### config.mk
export PLATFORM = sky130hd
export DESIGN_NAME = apb_master_bridge_flat
export DESIGN_NICKNAME = d
export VERILOG_FILES = /design/src/rtl/apb_pkg.sv /design/src/rtl/apb_master_bridge_if.sv /design/src/rtl/apb_timeout_counter.sv /design/src/rtl/apb_master_bridge.sv /design/src/flat_wrapper.sv
export SDC_FILE = /design/constraint.sdc
export NUM_CORES = 1
export LEC_CHECK = 0
export BUFFER_PORTS_ARGS = -buffer_cell sky130_fd_sc_hd__buf_2
export CORE_ASPECT_RATIO = 0.6
export CORE_MARGIN = 2
export CORE_UTILIZATION = 45
export DETAILED_ROUTE_END_ITERATION = 7
export PLACE_DENSITY = 0.77
export SETUP_SLACK_MARGIN = 0.05
export SYNTH_ARGS = -nofsm -noshare
export SYNTH_HDL_FRONTEND = slang
export SYNTH_SLANG_ARGS = --single-unit
### constraint.sdc
create_clock -name P_clk -period 1.9 [get_ports P_clk]
set_clock_uncertainty 0.2 [all_clocks]
set_input_delay 0.38 -clock P_clk [delete_from_list [all_inputs] [get_ports P_clk]]
set_output_delay 0.38 -clock P_clk [all_outputs]
set_load 0.05 [all_outputs]
### src/rtl/apb_pkg.sv
// Shared APB state encoding for the master bridge and the slave-side bench.
package apb_pkg;

  localparam logic [1:0] ST_IDLE   = 2'd0;
  localparam logic [1:0] ST_SETUP  = 2'd1;
  localparam logic [1:0] ST_ACCESS = 2'd2;

  typedef enum logic [1:0] {
    S_IDLE   = ST_IDLE,
    S_SETUP  = ST_SETUP,
    S_ACCESS = ST_ACCESS
  } apb_state_e;

endpackage

### src/rtl/apb_master_bridge_if.sv
// Command/response port plus APB bus of the master bridge.
// master = bridge side, slave = requester/APB-slave environment side.
interface apb_master_bridge_if #(
  parameter int ADDR_width = 4,
  parameter int DATA_width = 8
);
  logic                  cmd_valid;
  logic                  cmd_ready;
  logic                  cmd_write;
  logic [ADDR_width-1:0] cmd_addr;
  logic [DATA_width-1:0] cmd_wdata;
  logic                  rsp_valid;
  logic [DATA_width-1:0] rsp_rdata;
  logic                  rsp_err;
  logic                  P_sel;
  logic                  P_enable;
  logic                  P_write;
  logic [ADDR_width-1:0] P_addr;
  logic [DATA_width-1:0] P_wdata;
  logic [DATA_width-1:0] P_rdata;
  logic                  P_ready;
  logic                  P_slverr;

  modport master (
    input  cmd_valid, cmd_write, cmd_addr, cmd_wdata, P_rdata, P_ready, P_slverr,
    output cmd_ready, rsp_valid, rsp_rdata, rsp_err,
           P_sel, P_enable, P_write, P_addr, P_wdata
  );

  modport slave (
    output cmd_valid, cmd_write, cmd_addr, cmd_wdata, P_rdata, P_ready, P_slverr,
    input  cmd_ready, rsp_valid, rsp_rdata, rsp_err,
           P_sel, P_enable, P_write, P_addr, P_wdata
  );
endinterface

### src/rtl/apb_timeout_counter.sv
// Counts ACCESS-phase cycles; expired flags the LIMIT-th ACCESS cycle.
module apb_timeout_counter #(
  parameter int LIMIT = 16
) (
  input  logic clk,
  input  logic rst_n,
  input  logic enable,
  input  logic clear,
  output logic expired
);
  localparam int W = $clog2(LIMIT + 1);
  localparam logic [W-1:0] LAST = W'(LIMIT - 1);
  localparam logic [W-1:0] TOP  = W'(LIMIT);

  logic [W-1:0] cnt;

  always_ff @(posedge clk or negedge rst_n) begin
    if (!rst_n)                     cnt <= '0;
    else if (clear)                 cnt <= '0;
    else if (enable && cnt != TOP)  cnt <= cnt + 1'b1;
  end

  // cnt holds the index of the current ACCESS cycle (0-based).
  assign expired = enable && (cnt == LAST);
endmodule

### src/rtl/apb_master_bridge.sv
// Single-command APB requester: IDLE -> SETUP -> ACCESS, one-cycle response pulse.
// Optional ACCESS-phase abort when APB_TIMEOUT_EN is defined.
module apb_master_bridge
  import apb_pkg::*;
#(
  parameter int ADDR_width     = 4,
  parameter int DATA_width     = 8,
  parameter int TIMEOUT_CYCLES = 16
) (
  input logic               P_clk,
  input logic               P_reset_n,
  apb_master_bridge_if.master bus
);
  apb_state_e state_q, state_d;
  logic       accept, done, abort, expired;

  assign accept = bus.cmd_valid && bus.cmd_ready && (state_q == S_IDLE);
  assign done   = (state_q == S_ACCESS) && bus.P_ready;
  assign abort  = (state_q == S_ACCESS) && !bus.P_ready && expired;

`ifdef APB_TIMEOUT_EN
  apb_timeout_counter #(.LIMIT(TIMEOUT_CYCLES)) u_timeout (
    .clk     (P_clk),
    .rst_n   (P_reset_n),
    .enable  (state_q == S_ACCESS),
    .clear   (accept),
    .expired (expired)
  );
`else
  assign expired = 1'b0;
`endif

  always_ff @(posedge P_clk or negedge P_reset_n) begin
    if (!P_reset_n) state_q <= S_IDLE;
    else            state_q <= state_d;
  end

  always_comb begin
    state_d = state_q;
    case (state_q)
      S_IDLE:   if (accept) state_d = S_SETUP;
      S_SETUP:  state_d = S_ACCESS;
      S_ACCESS: if (done || abort) state_d = S_IDLE;
      default:  state_d = S_IDLE;
    endcase
  end

  // Outputs are registered from the next state so they line up with the phase.
  always_ff @(posedge P_clk or negedge P_reset_n) begin
    if (!P_reset_n) begin
      bus.cmd_ready <= 1'b0;
      bus.rsp_valid <= 1'b0;
      bus.rsp_rdata <= '0;
      bus.rsp_err   <= 1'b0;
      bus.P_sel     <= 1'b0;
      bus.P_enable  <= 1'b0;
      bus.P_write   <= 1'b0;
      bus.P_addr    <= '0;
      bus.P_wdata   <= '0;
    end else begin
      bus.cmd_ready <= (state_d == S_IDLE);
      bus.P_sel     <= (state_d != S_IDLE);
      bus.P_enable  <= (state_d == S_ACCESS);
      bus.rsp_valid <= done || abort;
      if (accept) begin
        bus.P_write <= bus.cmd_write;
        bus.P_addr  <= bus.cmd_addr;
        bus.P_wdata <= bus.cmd_wdata;
      end
      if (done) begin
        bus.rsp_err   <= bus.P_slverr;
        bus.rsp_rdata <= bus.P_write ? '0 : bus.P_rdata;
      end else if (abort) begin
        bus.rsp_err   <= 1'b1;
        bus.rsp_rdata <= '0;
      end
    end
  end
endmodule

### src/flat_wrapper.sv
// flat-port wrapper written by rule: the top's interface ports become plain ports
module apb_master_bridge_flat import apb_pkg::*;
#(
  parameter int ADDR_width     = 4,
  parameter int DATA_width     = 8,
  parameter int TIMEOUT_CYCLES = 16
)
  (P_clk, P_reset_n, bus_cmd_valid, bus_cmd_write, bus_cmd_addr, bus_cmd_wdata, bus_P_rdata, bus_P_ready, bus_P_slverr, bus_cmd_ready, bus_rsp_valid, bus_rsp_rdata, bus_rsp_err, bus_P_sel, bus_P_enable, bus_P_write, bus_P_addr, bus_P_wdata);
  apb_master_bridge_if #(.ADDR_width(ADDR_width), .DATA_width(DATA_width)) bus_i ();
  input logic P_clk;
  input logic P_reset_n;
  input wire logic [$bits(bus_i.cmd_valid)-1:0] bus_cmd_valid;
  input wire logic [$bits(bus_i.cmd_write)-1:0] bus_cmd_write;
  input wire logic [$bits(bus_i.cmd_addr)-1:0] bus_cmd_addr;
  input wire logic [$bits(bus_i.cmd_wdata)-1:0] bus_cmd_wdata;
  input wire logic [$bits(bus_i.P_rdata)-1:0] bus_P_rdata;
  input wire logic [$bits(bus_i.P_ready)-1:0] bus_P_ready;
  input wire logic [$bits(bus_i.P_slverr)-1:0] bus_P_slverr;
  output wire logic [$bits(bus_i.cmd_ready)-1:0] bus_cmd_ready;
  output wire logic [$bits(bus_i.rsp_valid)-1:0] bus_rsp_valid;
  output wire logic [$bits(bus_i.rsp_rdata)-1:0] bus_rsp_rdata;
  output wire logic [$bits(bus_i.rsp_err)-1:0] bus_rsp_err;
  output wire logic [$bits(bus_i.P_sel)-1:0] bus_P_sel;
  output wire logic [$bits(bus_i.P_enable)-1:0] bus_P_enable;
  output wire logic [$bits(bus_i.P_write)-1:0] bus_P_write;
  output wire logic [$bits(bus_i.P_addr)-1:0] bus_P_addr;
  output wire logic [$bits(bus_i.P_wdata)-1:0] bus_P_wdata;
  assign bus_i.cmd_valid = bus_cmd_valid;
  assign bus_i.cmd_write = bus_cmd_write;
  assign bus_i.cmd_addr = bus_cmd_addr;
  assign bus_i.cmd_wdata = bus_cmd_wdata;
  assign bus_i.P_rdata = bus_P_rdata;
  assign bus_i.P_ready = bus_P_ready;
  assign bus_i.P_slverr = bus_P_slverr;
  assign bus_cmd_ready = bus_i.cmd_ready;
  assign bus_rsp_valid = bus_i.rsp_valid;
  assign bus_rsp_rdata = bus_i.rsp_rdata;
  assign bus_rsp_err = bus_i.rsp_err;
  assign bus_P_sel = bus_i.P_sel;
  assign bus_P_enable = bus_i.P_enable;
  assign bus_P_write = bus_i.P_write;
  assign bus_P_addr = bus_i.P_addr;
  assign bus_P_wdata = bus_i.P_wdata;
  apb_master_bridge #(.ADDR_width(ADDR_width), .DATA_width(DATA_width), .TIMEOUT_CYCLES(TIMEOUT_CYCLES)) u_core (.P_clk(P_clk), .P_reset_n(P_reset_n), .bus(bus_i));
endmodule
==> run metrics, run 1 <==
largest net degree at the start of global routing 29; fin nets 152; average wire per standard cell 13.71 um; Initial Utilization 49.86%; fin crit share 91.77%; Initial DRT Pass Iterations 4; post-placement cell area 1429 um^2; clk sink count 28; Setup CP Type reg2reg; port buffer count 51; Die H 42.77 um; final worst setup slack 156.4 ps; Period minus WS final 1744 ps; DRC 0; status finished, final reports clean; Max Root-Sink Buffers 2; largest area contributor in the netlist dfrtp_1; # diodes 0; RSZ-0062 raised after global routing false; Worst Tran Pin Value 593.1 ps; Crit Reg-Reg Startpoint u_core.state_q[0]; CP startpoint u_core.state_q[0]; Max Slew Vio Count 0; Critical Path Sink u_core.bus.P_addr[0]; Post-CTS Resized 0; layout cells sized above 1 66.40%; Initial DRC Count 15; slew margin rel. 60.46%; Setup-failing EPs final 0; Util after Layout 66.08%; Post-synth EDFFs 0; register area share after synthesis 62.15%; top cell type's share of synthesized area 62.15%; Root Buffer clkbuf_8; Reg clk slew, reported paths 90 ps; Post-Syn Nets 96; H-tree Lvls 1; pre-CTS setup slack 155.9 ps; Post-synth top flop dfrtp_1; Clk Latency, worst-skew pair 270 ps; count leader, synth dfrtp_1; core area 2261 um^2; gpl congestion 0.6109; remaining antenna violation count 0; Reg2Reg Depth 3; Detailed Route WL 2.125 mm; number of max-cap violations 0; grt met1 use 17.38%; GRT overflow 0; Final Hold Vio Count 0; Synth area leaders dfrtp_1 62%, mux2_2 13%, mux2_4 12%; vias per inst 4.774; die width 68.62 um; Syn Inst Count 70; first-pass GRT wire length 3.374 mm; reg-to-reg endpoint u_core.bus.P_addr[0]; multi-input logic area 402.9 um^2; Synth top cells by count 28 x dfrtp_1, 13 x mux2_2, 9 x mux2_4; met3 global-route usage 6.897%; HP Class in2reg; Synthesis Warnings 0; Worst EP required 1860 ps; post-route setup TNS 0 ps; grt met2 use 28.85%; initial antenna violation count 0; Tot GR Track Use 15.77%; critical path, cell by cell nor4bb_4 > buf_12 > mux2_2; syn avg cell area 16.10 um^2; post-route cell area 1494 um^2; critical path arrival 1700 ps; highest clock rate 573.5 MHz; r2r setup slk 160 ps; Sequential Area 701.9 um^2; Netlist cell types 13; via count 740; critical path's slowest cell dfrtp_1; post-CTS setup buffer count 0; # fillers 167; #FFs+latches synth 28; Worst setup SP type register; clock buffer count from CTS 3; row count 13; area growth from synthesis to layout 32.52%; FFs w/ async S/R, synth 100.0%; boundary pin count 52; CP max FO 12; Worst path max stage delay 450 ps; vias in the first global route 788; Die Footprint 2935 um^2; Critical Path End Type register; Post-Syn Area 1127 um^2; TritonCTS clock tree yes; GR peak layer met2
==> critical path, delay by kind of cell (launching register included) <==
family | cells | cell delay [ps]
mux | 1 | 340
simple gates | 1 | 430
flops | 1 | 450
buf+inv | 1 | 200
==> final cells by class <==
type	count	area share [%]
clock buffers	4	3.685
inverters	1	0.2513
multi-input cells	38	26.97
flip-flops and latches	28	46.98
well taps	30	2.513
repair buffers	54	19.60
==> worst min-delay path by stage <==
stage	cells after the start	slack [ps]	start	endpoint
final	2	140	bus_cmd_addr[2]	u_core.bus.P_addr[2]
after detailed placement	1	220	P_reset_n	u_core.bus.P_wdata[2]
after CTS	2	130	bus_cmd_addr[2]	u_core.bus.P_addr[2]
after floorplan	0	-120	P_reset_n	u_core.bus.P_addr[0]
after global placement	1	210	P_reset_n	u_core.bus.P_wdata[2]
after global routing	2	130	bus_cmd_write	u_core.bus.P_write
==> routing by layer <==
metal | routed length [um] | share of wire, %
met4 | 0 | 0
met3 | 214 | 10
met1 | 871 | 41
met5 | 0 | 0
met2 | 1039 | 49
==> registers in the layout, summed over array words and instances (netlist names) <==
signal	flops
u_core.bus.P_wdata	8
u_core.bus.rsp_rdata	8
u_core.bus.P_addr	4
u_core.state_q	2
u_core.bus.P_enable	1
u_core.bus.P_sel	1
u_core.bus.P_write	1
u_core.bus.cmd_ready	1
u_core.bus.rsp_err	1
u_core.bus.rsp_valid	1
==> through the flow <==
stage | cells | hold WS, ps
after floorplan | 70 | -115.6
after global placement | 150 | 213.3
after detailed placement | 150 | 218.2
after CTS | 155 | 131.1
after global routing | 155 | 126.3
final | 155 | 137.2
==> layout by cell type (no fill, tap or decap), drive strengths merged <==
| master | n |
|---|---|
| nor2b | 8 |
| and3b | 1 |
| dlygate4sd3 | 1 |
| dfrtp | 28 |
| a21oi | 1 |
| mux2 | 22 |
| or3b | 1 |
| nor4bb | 1 |
| inv | 1 |
| buf | 53 |
| clkbuf | 4 |
| o21a | 1 |
| o21ai | 3 |
==> logic make-up after synthesis <==
kind of cell,synth area share [%]
compound gates,2.441
flops,62.15
buf+inv,3.440
simple gates,6.993
mux,24.97
==> what timing repair did <==
action                     in CTS  in global routing
hold buffers                    1                  0
setup endpoints to repair       0                  0
hold endpoints to repair       28                  0
Power of run 1 is not shown: default switching activity piles up to over one toggle a cycle in this logic, so the estimate is an artifact.
==> run 2, diff against run 1 <==
CELL_PAD_IN_SITES_DETAIL_PLACEMENT = 0   (was unset)
CELL_PAD_IN_SITES_GLOBAL_PLACEMENT = 2   (was unset)
CORE_UTILIZATION = 29   (was 45)
PLACE_DENSITY = unset   (was 0.77)
PLACE_DENSITY_LB_ADDON = 0.1   (was unset)
==> run 2 against run 1 <==
Sequential share of layout area shrank 0.58 points; non-clock buffer count grew 1; fmax grew 0.47%; worst hold slack lost 7.1 ps; die area grew 51%; sequential cell count is the same; first-iteration DRC count shrank 20%; register-to-register slack is essentially flat; critical path depth is the same; final area grew 1.3%; critical endpoint is now u_core.bus.P_addr[2].
==> run metrics, run 2 (synthesized netlist as in run 1, its figures left out) <==
# diodes 0 (unchanged); post-route setup TNS 0 ps (unchanged); Period minus WS final 1735 ps (-8.116 ps); first-pass GRT wire length 3.746 mm (+11%); vias per inst 4.266 (-11%); Die Footprint 4418 um^2 (+51%); RSZ-0062 raised after global routing false; Initial Utilization 30.46% (-19 points); grt met2 use 17.59% (-11 points); hold wc startpoint bus_cmd_wdata[1]; post-route cell area 1513 um^2 (+1.3%); average wire per standard cell 12.53 um (-8.6%); DRC 0 (unchanged); Max Root-Sink Buffers 2 (unchanged); Initial DRC Count 12 (-3); number of max-cap violations 0 (unchanged); TritonCTS clock tree yes; Max Slew Vio Count 0 (unchanged); critical path arrival 1700 ps (about the same); Initial DRT Pass Iterations 3 (-1); GRT overflow 0 (unchanged); fin nets 153 (+0.66%); grt met1 use 14.54% (-2.8 points); GR peak layer met2; post-placement cell area 1458 um^2 (+2.0%); CP startpoint u_core.state_q[0]; HP Class in2reg; port buffer count 51 (unchanged); clock buffer count from CTS 3 (unchanged); Reg clk slew, reported paths 90 ps (about the same); Final Hold Vio Count 0 (unchanged); Setup CP Type reg2reg; met3 global-route usage 4.724% (-2.2 points); gpl congestion 0.6707 (+9.8%); remaining antenna violation count 0 (unchanged); initial antenna violation count 0 (unchanged); boundary pin count 52 (unchanged); vias in the first global route 771 (-2.2%); area growth from synthesis to layout 34.18%; top flop regs u_core.bus.P_wdata x8, u_core.bus.rsp_rdata x8, u_core.bus.P_addr x4; Clk Latency, worst-skew pair 270 ps (about the same); DP Wirelength 1.636 mm; most common cell after layout, fill and taps aside buf_2; highest clock rate 576.2 MHz (+0.47%); via count 738 (-0.27%); Critical Path End Type register; die width 84.49 um (+23%); clk sink count 28 (unchanged); Setup-failing EPs final 0 (unchanged); H-tree Lvls 1 (unchanged); Detailed Route WL 2.167 mm (+2.0%); most frequent cells in the layout 51 x buf_2, 27 x dfrtp_1, 13 x mux2_2; slew margin rel. 75.42% (+15 points); layout cells sized above 1 65.87% (-0.53 points); Worst setup SP type register; Tot GR Track Use 11.18% (-4.6 points); Worst Tran Pin Value 368.1 ps (-225.0 ps); Crit Reg-Reg Startpoint u_core.state_q[0]; CP max FO 12 (unchanged); status finished, final reports clean; largest net degree at the start of global routing 29 (unchanged); fin crit share 91.34% (-0.43 points); Util after Layout 40.87% (-25 points); Die H 52.30 um (+22%); row count 17 (+4); core area 3701 um^2 (+64%); Worst EP required 1860 ps (about the same); Root Buffer clkbuf_8
-- run 2: cell types whose count changed in the layout (fill, tap and decap cells not counted) --
cell	delta
clkbuf_8	-1
clkbuf_1	+1
buf_4	+1
-- run 2: final cells by class --
class	count	area, um^2
clock buffers	4	45.04
fillers	380	2188
flip-flops and latches	28	701.9
well taps	47	58.81
inverters	1	3.754
multi-input cells	38	402.9
repair buffers	55	300.3
-- run 2: routing by layer --
metal	vias to the layer above	wire length (um)	part of all wire, %
met5	-	0	0
met4	0	13	0.60
met3	2	170	7.8
met2	26	956	44
met1	358	1026	47
li1	352	-	-
-- run 2: final timing paths --
path                       slack [ps]  cells past startpoint                    end
max in group asynchronous         780                      3   u_core.bus.cmd_ready
max reg2reg                       160                      3   u_core.bus.P_addr[2]
min reg2reg                       310                      1     u_core.bus.rsp_err
min                               130                      2  u_core.bus.P_wdata[1]
min in group asynchronous         440                      3  u_core.bus.P_wdata[0]
max                               160                      3   u_core.bus.P_addr[2]
-- run 2: what timing repair did --
action	4_1_cts	5_1_grt
gates resized for setup	0	0
buffers inserted	0	0
endpoints found under the hold margin	28	0
hold buffers	1	0
-- run 2: critical path, cell delays in order (launching register included) --
cell	delay, ps
dfrtp_1	450
nor4bb_4	440
buf_12	200
mux2_2	340
-- run 2: metrics by stage --
step | std cells | setup WS (ps) | hold slack [ps]
floorplan | 70 | 168.8 | -115.6
global placement | 168 | 195.0 | 207.2
detailed placement | 168 | 166.9 | 205.7
CTS | 173 | 138.3 | 123.1
global route | 173 | 51.64 | 113.8
finish | 173 | 164.5 | 130.0
Power of run 2 is left out for the same reason.
==> run 3, diff against run 2 <==
==> constraint.sdc (replaced) <==
create_clock -name P_clk -period 1.9 [get_ports P_clk]
set_clock_uncertainty 0.2 [all_clocks]
set_input_delay 0.19 -clock P_clk [delete_from_list [all_inputs] [get_ports P_clk]]
set_output_delay 0.19 -clock P_clk [all_outputs]
set_load 0.05 [all_outputs]
==> run 3 against run 2 <==
Utilization up 3.4 points; wire length down 0.14%; worst hold slack worse by 74 ps; sequential share of layout area down 3.5 points; critical endpoint unchanged; global-route usage down 0.45 points; fmax down 0.68%; highest routed layer unchanged.
==> run metrics, run 3 (synthesized netlist as in run 1, its figures left out) <==
status finished, final reports clean; gpl congestion 0.6728 (+0.31%); via count 785 (+6.4%); first-pass GRT wire length 3.670 mm (-2.0%); fin nets 165 (+7.8%); Worst Hold End u_core.bus.P_sel; Setup CP Type reg2reg; Setup-failing EPs final 0 (unchanged); Initial DRT Pass Iterations 2 (-1); RSZ-0062 raised after global routing false; Clk Latency, worst-skew pair 260 ps (about the same); Max Slew Vio Count 0 (unchanged); top flop regs u_core.bus.P_wdata x8, u_core.bus.rsp_rdata x8, u_core.bus.P_addr x4; post-CTS setup buffer count 0 (unchanged); vias in the first global route 804 (+4.3%); die width 84.49 um (unchanged); layout cells sized above 1 58.70% (-7.2 points); Final Hold Vio Count 0 (unchanged); clock buffer count from CTS 3 (unchanged); Root Buffer clkbuf_8; average wire per standard cell 11.70 um (-6.6%); CP max FO 12 (unchanged); critical path arrival 1700 ps (about the same); boundary pin count 52 (unchanged); Worst Hold Depth 3 (+1); post-route setup TNS 0 ps (unchanged); initial antenna violation count 0 (unchanged); Worst Tran Pin Value 613.8 ps (+245.7 ps); Tot GR Track Use 10.74% (-0.45 points); reg-to-reg endpoint u_core.bus.P_addr[2]; Worst setup SP type register; DRC 0 (unchanged); Die Footprint 4418 um^2 (unchanged); slew margin rel. 59.08% (-16 points); # fillers 369 (-2.9%); HP Class in2reg; number of max-cap violations 0 (unchanged); critical path's slowest cell nor4bb_4; Critical Path End Type register; Reg clk slew, reported paths 90 ps (about the same); Worst EP required 1860 ps (about the same); TritonCTS clock tree yes; remaining antenna violation count 0 (unchanged); area growth from synthesis to layout 45.28%; row count 17 (unchanged); clk sink count 28 (unchanged); most frequent cells in the layout 51 x buf_2, 27 x dfrtp_1, 15 x dlygate4sd3_1; multi-input logic area 402.9 um^2 (unchanged); GRT overflow 0 (unchanged); most common cell after layout, fill and taps aside buf_2; Detailed Route WL 2.164 mm (-0.14%); Initial Utilization 30.46% (unchanged); core area 3701 um^2 (unchanged); Max Root-Sink Buffers 2 (unchanged); DP Wirelength 1.584 mm (-3.2%); hold wc startpoint bus_P_ready; Worst path max stage delay 450 ps (about the same); Sequential Area 701.9 um^2 (unchanged); largest net degree at the start of global routing 29 (unchanged); critical path, cell by cell nor4bb_4 > buf_12 > mux2_2; Reg2Reg Depth 3 (unchanged); vias per inst 4.243 (-0.53%); # diodes 0 (unchanged); Period minus WS final 1747 ps (+11.81 ps); r2r setup slk 150 ps (about the same); port buffer count 51 (unchanged); H-tree Lvls 1 (unchanged); Initial DRC Count 6 (-6); Die H 52.30 um (unchanged); fin crit share 91.96% (+0.62 points); Crit Reg-Reg Startpoint u_core.state_q[0]; highest clock rate 572.3 MHz (-0.68%); CP startpoint u_core.state_q[0]
==> run 3: changes by cell type in the layout (fill, tap and decap cells not counted), sizes merged <==
cell         change
dlygate4sd3     +14
buf              -2
==> run 3: worst max-delay path: cells and delay by family (launching register included) <==
| family | cells | cell delay [ps] |
|---|---|---|
| flip-flops | 1 | 440 |
| AND/OR/NAND/NOR | 1 | 450 |
| buffers and inverters | 1 | 200 |
| multiplexers | 1 | 340 |
==> run 3: per-stage QoR <==
step	hold slack (ps)	util, %	setup WS [ps]	cells	instance area (um^2)
global placement	48.64	38.98	197.2	166	1443
finish	56.50	44.25	152.7	185	1638
detailed placement	52.63	38.98	144.0	166	1443
floorplan	-305.6	-	168.8	70	1129
global route	58.58	44.25	78.89	185	1638
CTS	47.11	44.25	122.5	185	1638
==> run 3: area by class of cell <==
class                           instances  area share (%)
Sequential cell                        28           42.86
Timing Repair Buffer                   67           25.97
Multi-Input combinational cell         38           24.60
Tap cell                               47           3.591
Clock buffer                            4           2.750
Inverter                                1          0.2292
==> run 3: worst max-delay path by stage <==
| stage | end | slack, ps | cells past startpoint |
|---|---|---|---|
| floorplan | u_core.bus.P_write | 170 | 4 |
| detailed placement | u_core.bus.P_addr[2] | 140 | 3 |
| finish | u_core.bus.P_addr[2] | 150 | 3 |
| global placement | u_core.bus.P_addr[2] | 200 | 3 |
| global route | u_core.bus.P_addr[2] | 80 | 3 |
| CTS | u_core.bus.P_addr[2] | 120 | 3 |
==> run 3: layer usage <==
| layer | vias up | routed length (um) | track usage, % |
|---|---|---|---|
| met4 | 0 | 4 | 1.587 |
| met1 | 378 | 1046 | 13.88 |
| met2 | 26 | 954 | 17.19 |
| met5 | - | 0 | 0 |
| li1 | 379 | - | - |
| met3 | 2 | 157 | 4.724 |
==> run 3: repair_timing <==
action                                 4_1_cts  5_1_grt
hold buffers                                15        0
endpoints found under the hold margin       42        0
gates resized for setup                      0        0
Power of run 3 is left out for the same reason.
